**src/rtl/fetch_unit.sv**
```systemverilog
// Instruction fetch stage: issues word requests to instruction memory, buffers returned
// words with their PCs, and hands them to decode; redirects flush and squash in-flight words.
module fetch_unit #(
    parameter int unsigned            DATA_WIDTH = 32,
    parameter int unsigned            DEPTH      = 4,
    parameter logic [DATA_WIDTH-1:0]  RESET_PC   = '0
) (
    input  logic                  clk,
    input  logic                  rst,
    output logic                  imem_req_valid,
    input  logic                  imem_req_ready,
    output logic [DATA_WIDTH-1:0] imem_addr,
    input  logic                  imem_rsp_valid,
    input  logic [DATA_WIDTH-1:0] imem_rsp_data,
    input  logic                  redirect_valid,
    input  logic [DATA_WIDTH-1:0] redirect_pc,
    output logic                  instr_valid,
    input  logic                  instr_ready,
    output logic [DATA_WIDTH-1:0] instr,
    output logic [DATA_WIDTH-1:0] instr_pc
);

    localparam int unsigned CW = $clog2(DEPTH) + 1;
    localparam int unsigned PW = $clog2(DEPTH);
    localparam int unsigned SW = CW + 1;

    logic [DATA_WIDTH-1:0] pc_q, pc_d;
    logic [DATA_WIDTH-1:0] rsp_pc_q, rsp_pc_d;
    logic [CW-1:0]         count_q, count_d;
    logic [CW-1:0]         outst_q, outst_d;
    logic [CW-1:0]         discard_q, discard_d;
    logic [PW-1:0]         rd_ptr_q, rd_ptr_d;
    logic [PW-1:0]         wr_ptr_q, wr_ptr_d;
    logic [DATA_WIDTH-1:0] fifo_pc_q   [DEPTH];
    logic [DATA_WIDTH-1:0] fifo_word_q [DEPTH];

    logic [DATA_WIDTH-1:0] redirect_tgt;
    logic [SW-1:0]         credit_used;
    logic                  req_fire;
    logic                  push;
    logic                  drop;
    logic                  pop;
    logic                  rsp_squash;

    // Buffered plus in-flight words may never exceed the FIFO depth, so a push never overflows.
    assign credit_used    = SW'(count_q) + SW'(outst_q);
    assign imem_req_valid = !rst && !redirect_valid && (credit_used < SW'(DEPTH));
    assign imem_addr      = pc_q;
    assign instr_valid    = (count_q != '0) && !redirect_valid;
    assign instr          = fifo_word_q[rd_ptr_q];
    assign instr_pc       = fifo_pc_q[rd_ptr_q];

    assign redirect_tgt = redirect_pc & ~DATA_WIDTH'(3);
    assign req_fire     = imem_req_valid && imem_req_ready;
    assign drop         = imem_rsp_valid && (discard_q != '0);
    assign push         = imem_rsp_valid && (discard_q == '0) && (outst_q != '0) && !redirect_valid;
    assign pop          = instr_valid && instr_ready;
    // A response arriving with a redirect is only counted if it belongs to a tracked request.
    assign rsp_squash   = imem_rsp_valid && ((discard_q != '0) || (outst_q != '0));

    always_comb begin
        pc_d      = pc_q;
        rsp_pc_d  = rsp_pc_q;
        count_d   = count_q;
        outst_d   = outst_q;
        discard_d = discard_q;
        rd_ptr_d  = rd_ptr_q;
        wr_ptr_d  = wr_ptr_q;

        if (redirect_valid) begin
            pc_d      = redirect_tgt;
            rsp_pc_d  = redirect_tgt;
            count_d   = '0;
            rd_ptr_d  = '0;
            wr_ptr_d  = '0;
            outst_d   = '0;
            discard_d = discard_q + outst_q - CW'(rsp_squash);
        end else begin
            if (req_fire) begin
                pc_d = pc_q + DATA_WIDTH'(4);
            end
            if (push) begin
                rsp_pc_d = rsp_pc_q + DATA_WIDTH'(4);
                wr_ptr_d = wr_ptr_q + PW'(1);
            end
            if (pop) begin
                rd_ptr_d = rd_ptr_q + PW'(1);
            end
            outst_d   = outst_q + CW'(req_fire) - CW'(push);
            discard_d = discard_q - CW'(drop);
            count_d   = count_q + CW'(push) - CW'(pop);
        end
    end

    always_ff @(posedge clk) begin
        if (rst) begin
            pc_q      <= RESET_PC;
            rsp_pc_q  <= RESET_PC;
            count_q   <= '0;
            outst_q   <= '0;
            discard_q <= '0;
            rd_ptr_q  <= '0;
            wr_ptr_q  <= '0;
        end else begin
            pc_q      <= pc_d;
            rsp_pc_q  <= rsp_pc_d;
            count_q   <= count_d;
            outst_q   <= outst_d;
            discard_q <= discard_d;
            rd_ptr_q  <= rd_ptr_d;
            wr_ptr_q  <= wr_ptr_d;
        end
    end

    // Storage needs no reset: entries are only read while count is non-zero.
    always_ff @(posedge clk) begin
        if (push) begin
            fifo_pc_q[wr_ptr_q]   <= rsp_pc_q;
            fifo_word_q[wr_ptr_q] <= imem_rsp_data;
        end
    end

endmodule
```
**config.mk**
```make
export PLATFORM = sky130hd
export DESIGN_NAME = fetch_unit
export DESIGN_NICKNAME = d
export VERILOG_FILES = /design/src/rtl/fetch_unit.sv
export SDC_FILE = /design/constraint.sdc
export NUM_CORES = 1
export LEC_CHECK = 0
export BUFFER_PORTS_ARGS = -buffer_cell sky130_fd_sc_hd__buf_2
export CELL_PAD_IN_SITES_DETAIL_PLACEMENT = 0
export CELL_PAD_IN_SITES_GLOBAL_PLACEMENT = 1
export CORE_AREA = 10 10 221 223
export CTS_BUF_LIST = sky130_fd_sc_hd__clkbuf_16
export DETAILED_ROUTE_END_ITERATION = 8
export DIE_AREA = 0 0 231 233
export PLACE_DENSITY_LB_ADDON = 0.1
export SLEW_MARGIN = 20
export SYNTH_ARGS = -nofsm -noshare
export SYNTH_HDL_FRONTEND = slang
export SYNTH_SLANG_ARGS = --single-unit
export TNS_END_PERCENT = 1
```
**constraint.sdc**
```tcl
create_clock -name clk -period 3.5 [get_ports clk]
set_clock_uncertainty 0.2 [all_clocks]
set_input_delay 0.35 -clock clk [delete_from_list [all_inputs] [get_ports clk]]
set_output_delay 0.35 -clock clk [all_outputs]
set_load 0.02 [all_outputs]
```
==> out/results.tsv <==
stage	metric	value	unit
finish	diodes	0	
worst_setup_path	end_kind	primary output	
floorplan	row_count	77	
finish	drive_above_1_share	29.6	%
finish	area_growth	25.8	%
clocking	cts_made_buffers	38	
floorplan	dieArea	53800	um^2
clocking	worstSkewPairLatency	540	ps
detailed_routing	route.detailed.drc	0	
worst_setup_path	r2r_end	discard_q[2]	
detailed_routing	dr.pass1.iters	5	
sta	tns	0	ps
detailed_routing	ant_nets	0	
worst_hold_path	holdCritStartpoint	redirect_pc[4]	
worst_setup_path	cp-start-kind	input port	
sta	timing.final.ws_setup	399	ps
floorplan	io_pins	168	
placement	io_buffer_count	161	
finish	nets	1181	
global_routing	grt_usage	13.3	%
clocking	cts_resized	0	
power_and_ir_drop	power_leakage	5.75	nW
synthesis	synth_cell_types	53	
synthesis	ys_seq_elements	323	
sta	hold_viol	0	
power_and_ir_drop	ir_drop	0.279	mV
worst_hold_path	whs_path_depth	3	
floorplan	start_util	30.0	%
worst_setup_path	cp.required	2950	ps
floorplan	die_w	231	um
sta	fmax	322	MHz
worst_setup_path	path_common_cell	buf_2	
synthesis	yosysMostFrequentCell	edfxtp_1	
clocking	htreeDepth	2	
detailed_routing	via_per_inst	4.69	
floorplan	die_y	233	um
global_routing	grt_max_degree	54	
synthesis	syn_inst	845	
placement	dp_slack	455	ps
worst_setup_path	cp_slowest_cell	dlygate4sd3_1	
detailed_routing	drtIter0Drc	504	
worst_setup_path	rr_startpoint	discard_q[1]	
detailed_routing	dr_total_vias	8018	
synthesis	synth_top_area_cell	edfxtp_1	
synthesis	synth_edf_count	248	
clocking	tritoncts	built	
synthesis	syn_avg_cell_area	15.7	um^2
synthesis	synth_area	13200	um^2
run_status	status	finished, final reports clean	
sta	worst_slew_pin_slew	897	ps
clocking	root_buffer	clkbuf_16	
synthesis	synth.top_cell.area_share	56.3	%
synthesis	synth_commonest_cells	edfxtp_1 (248), dfxtp_1 (75), mux4_2 (62)	
detailed_routing	wire_per_inst	20.7	um
sta	period_share	88.6	%
worst_hold_path	hp-class	input port to register	
worst_setup_path	critical_path.top_delay_family	buffers and inverters	
global_routing	grt.overflow.total	0	
placement	finalWeightedCongestion	0.755	
worst_setup_path	critPathMaxStageDelay	530	ps
worst_setup_path	rr_worst_depth	12	
sta	grt_setup_unrepaired	false	
clocking	cts_sinks	323	
global_routing	grt_pass1_wl	54600	um
worst_setup_path	rrSetupSlack	450	ps
worst_setup_path	path_buf_inv	5	
sta	setup_violations	0	
clocking	cts_buffer_depth	3	
flow_run	cap_violations	0	
floorplan	coreArea	44100	um^2
sta	relSlewSlack	39.7	%
synthesis	ys_async_sr_fraction	0	%
global_routing	antenna_found_initial	0	
synthesis	yosysWarnings	0	
worst_setup_path	arrival	2550	ps
worst_setup_path	setup.worst_path.class	input port to primary output	
placement	hpwlAfterDp	24200	um
clocking	path_clk_slew	60	ps
worst_setup_path	cp_cell_sequence	dlygate4sd3_1 > buf_2 > buf_4 > inv_2 > nand2_1 > nor3b_1 > buf_2	
synthesis	yosysSeqAreaShare	67.7	%
synthesis	yosys-top-cells-area	edfxtp_1 (56%), dfxtp_1 (11%), mux4_2 (11%), xnor2_1 (1.9%), ha_1 (1.6%)	
worst_hold_path	whs_endpoint	rsp_pc_q[4]	
worst_setup_path	cp_max_fo	20	
detailed_routing	wl	35500	um
sta	finalMaxSlewViolations	0	
clocking	cts_setup_buffers	0	
synthesis	synth_flop_cell	edfxtp_1	
global_routing	grt_pass1_vias	8491	
power_and_ir_drop	power-per-cell-area	514	nW/um^2
sta	post-route-min-period	3100	ps
## state kept, by name, indices dropped and copies added, names as in the netlist, named ones only
name and count:
fifo_word_q 128, fifo_pc_q 120, imem_addr 30, rsp_pc_q 30, count_q 3, discard_q 3
outst_q 3, rd_ptr_q 2, wr_ptr_q 2
## how the worst max path moves through the flow
stage                         startpoint  depth (start not counted)  slack [ps]             end
final                     redirect_valid                          7         400  imem_req_valid
after global routing      redirect_valid                          7         280  imem_req_valid
after CTS                 redirect_valid                          7         370  imem_req_valid
after detailed placement    discard_q[1]                         12         460    discard_q[2]
after global placement      discard_q[1]                         12         440    discard_q[2]
after floorplan               count_q[1]                         13         350      outst_q[2]
## layout by cell type (no fill, tap or decap), drive strengths merged, types with 29 or more instances in the layout
| cell type | count |
|---|---|
| inv | 33 |
| dfxtp | 75 |
| buf | 193 |
| dlygate4sd3 | 56 |
| nor2 | 50 |
| edfxtp | 248 |
| nand2 | 39 |
| clkbuf | 38 |
| xnor2 | 29 |
| mux4 | 62 |
## layer usage
metal | up-vias | global-route usage [%] | wire length [um]
li1 | 3797 | - | -
met1 | 3987 | 17.7 | 16300
met2 | 186 | 21.0 | 16600
met3 | 48 | 3.48 | 1920
met4 | 0 | 3.56 | 660
met5 | - | 0 | 0
## area by class of cell
cell class	instances	area [um^2]
clock buffers	38	951
clock inverters	30	210
fillers	4331	27500
inverters	23	86.3
multi-input cells	456	4000
flip-flops and latches	323	8950
well taps	592	741
repair buffers	249	1710
## worst register-to-register path: stages, from the launching register on
cell and delay [ps]:
dfxtp_1 330, or3_4 420, and2_1 180, or2_2 270, ha_1 270, inv_1 40
ha_1 180, fa_1 370, xnor2_1 190, xnor2_1 80, mux2i_1 170, xor2_1 160
nor2_1 50
## through the flow
stage	utilization, %	cell area, um^2	instances	total power [mW]	hold slack [ps]
finish	37.7	16600	1711	8.55	46.0
global route	37.7	16600	1711	8.93	46.8
CTS	37.7	16600	1711	8.71	16.0
detailed placement	33.8	14900	1587	4.89	311
global placement	33.8	14900	1587	4.89	319
floorplan	-	13200	848	4.66	249
## logic make-up after synthesis
family	Yosys count	share of synthesized area (%)
xor gates and xnor gates	45	2.98
DFF	323	67.7
muxes	66	10.9
and+or+nand+nor	210	8.56
other	1	0.0284
AOI/OAI and AO/OA	111	5.55
buffers and inverters	69	2.30
adders and majority gates	20	2.06
## what timing repair did
action,in CTS,in global routing
hold buffers,56,0
setup endpoints to repair,0,0
endpoints found under the hold margin,168,0
## where the power goes
group	internal, mW	switching (mW)
combinational	0.245	0.304
clock	2.13	1.57
sequential	4.20	0.102
total	6.57	1.98
Note: power is estimated with default switching activity, not from simulation.
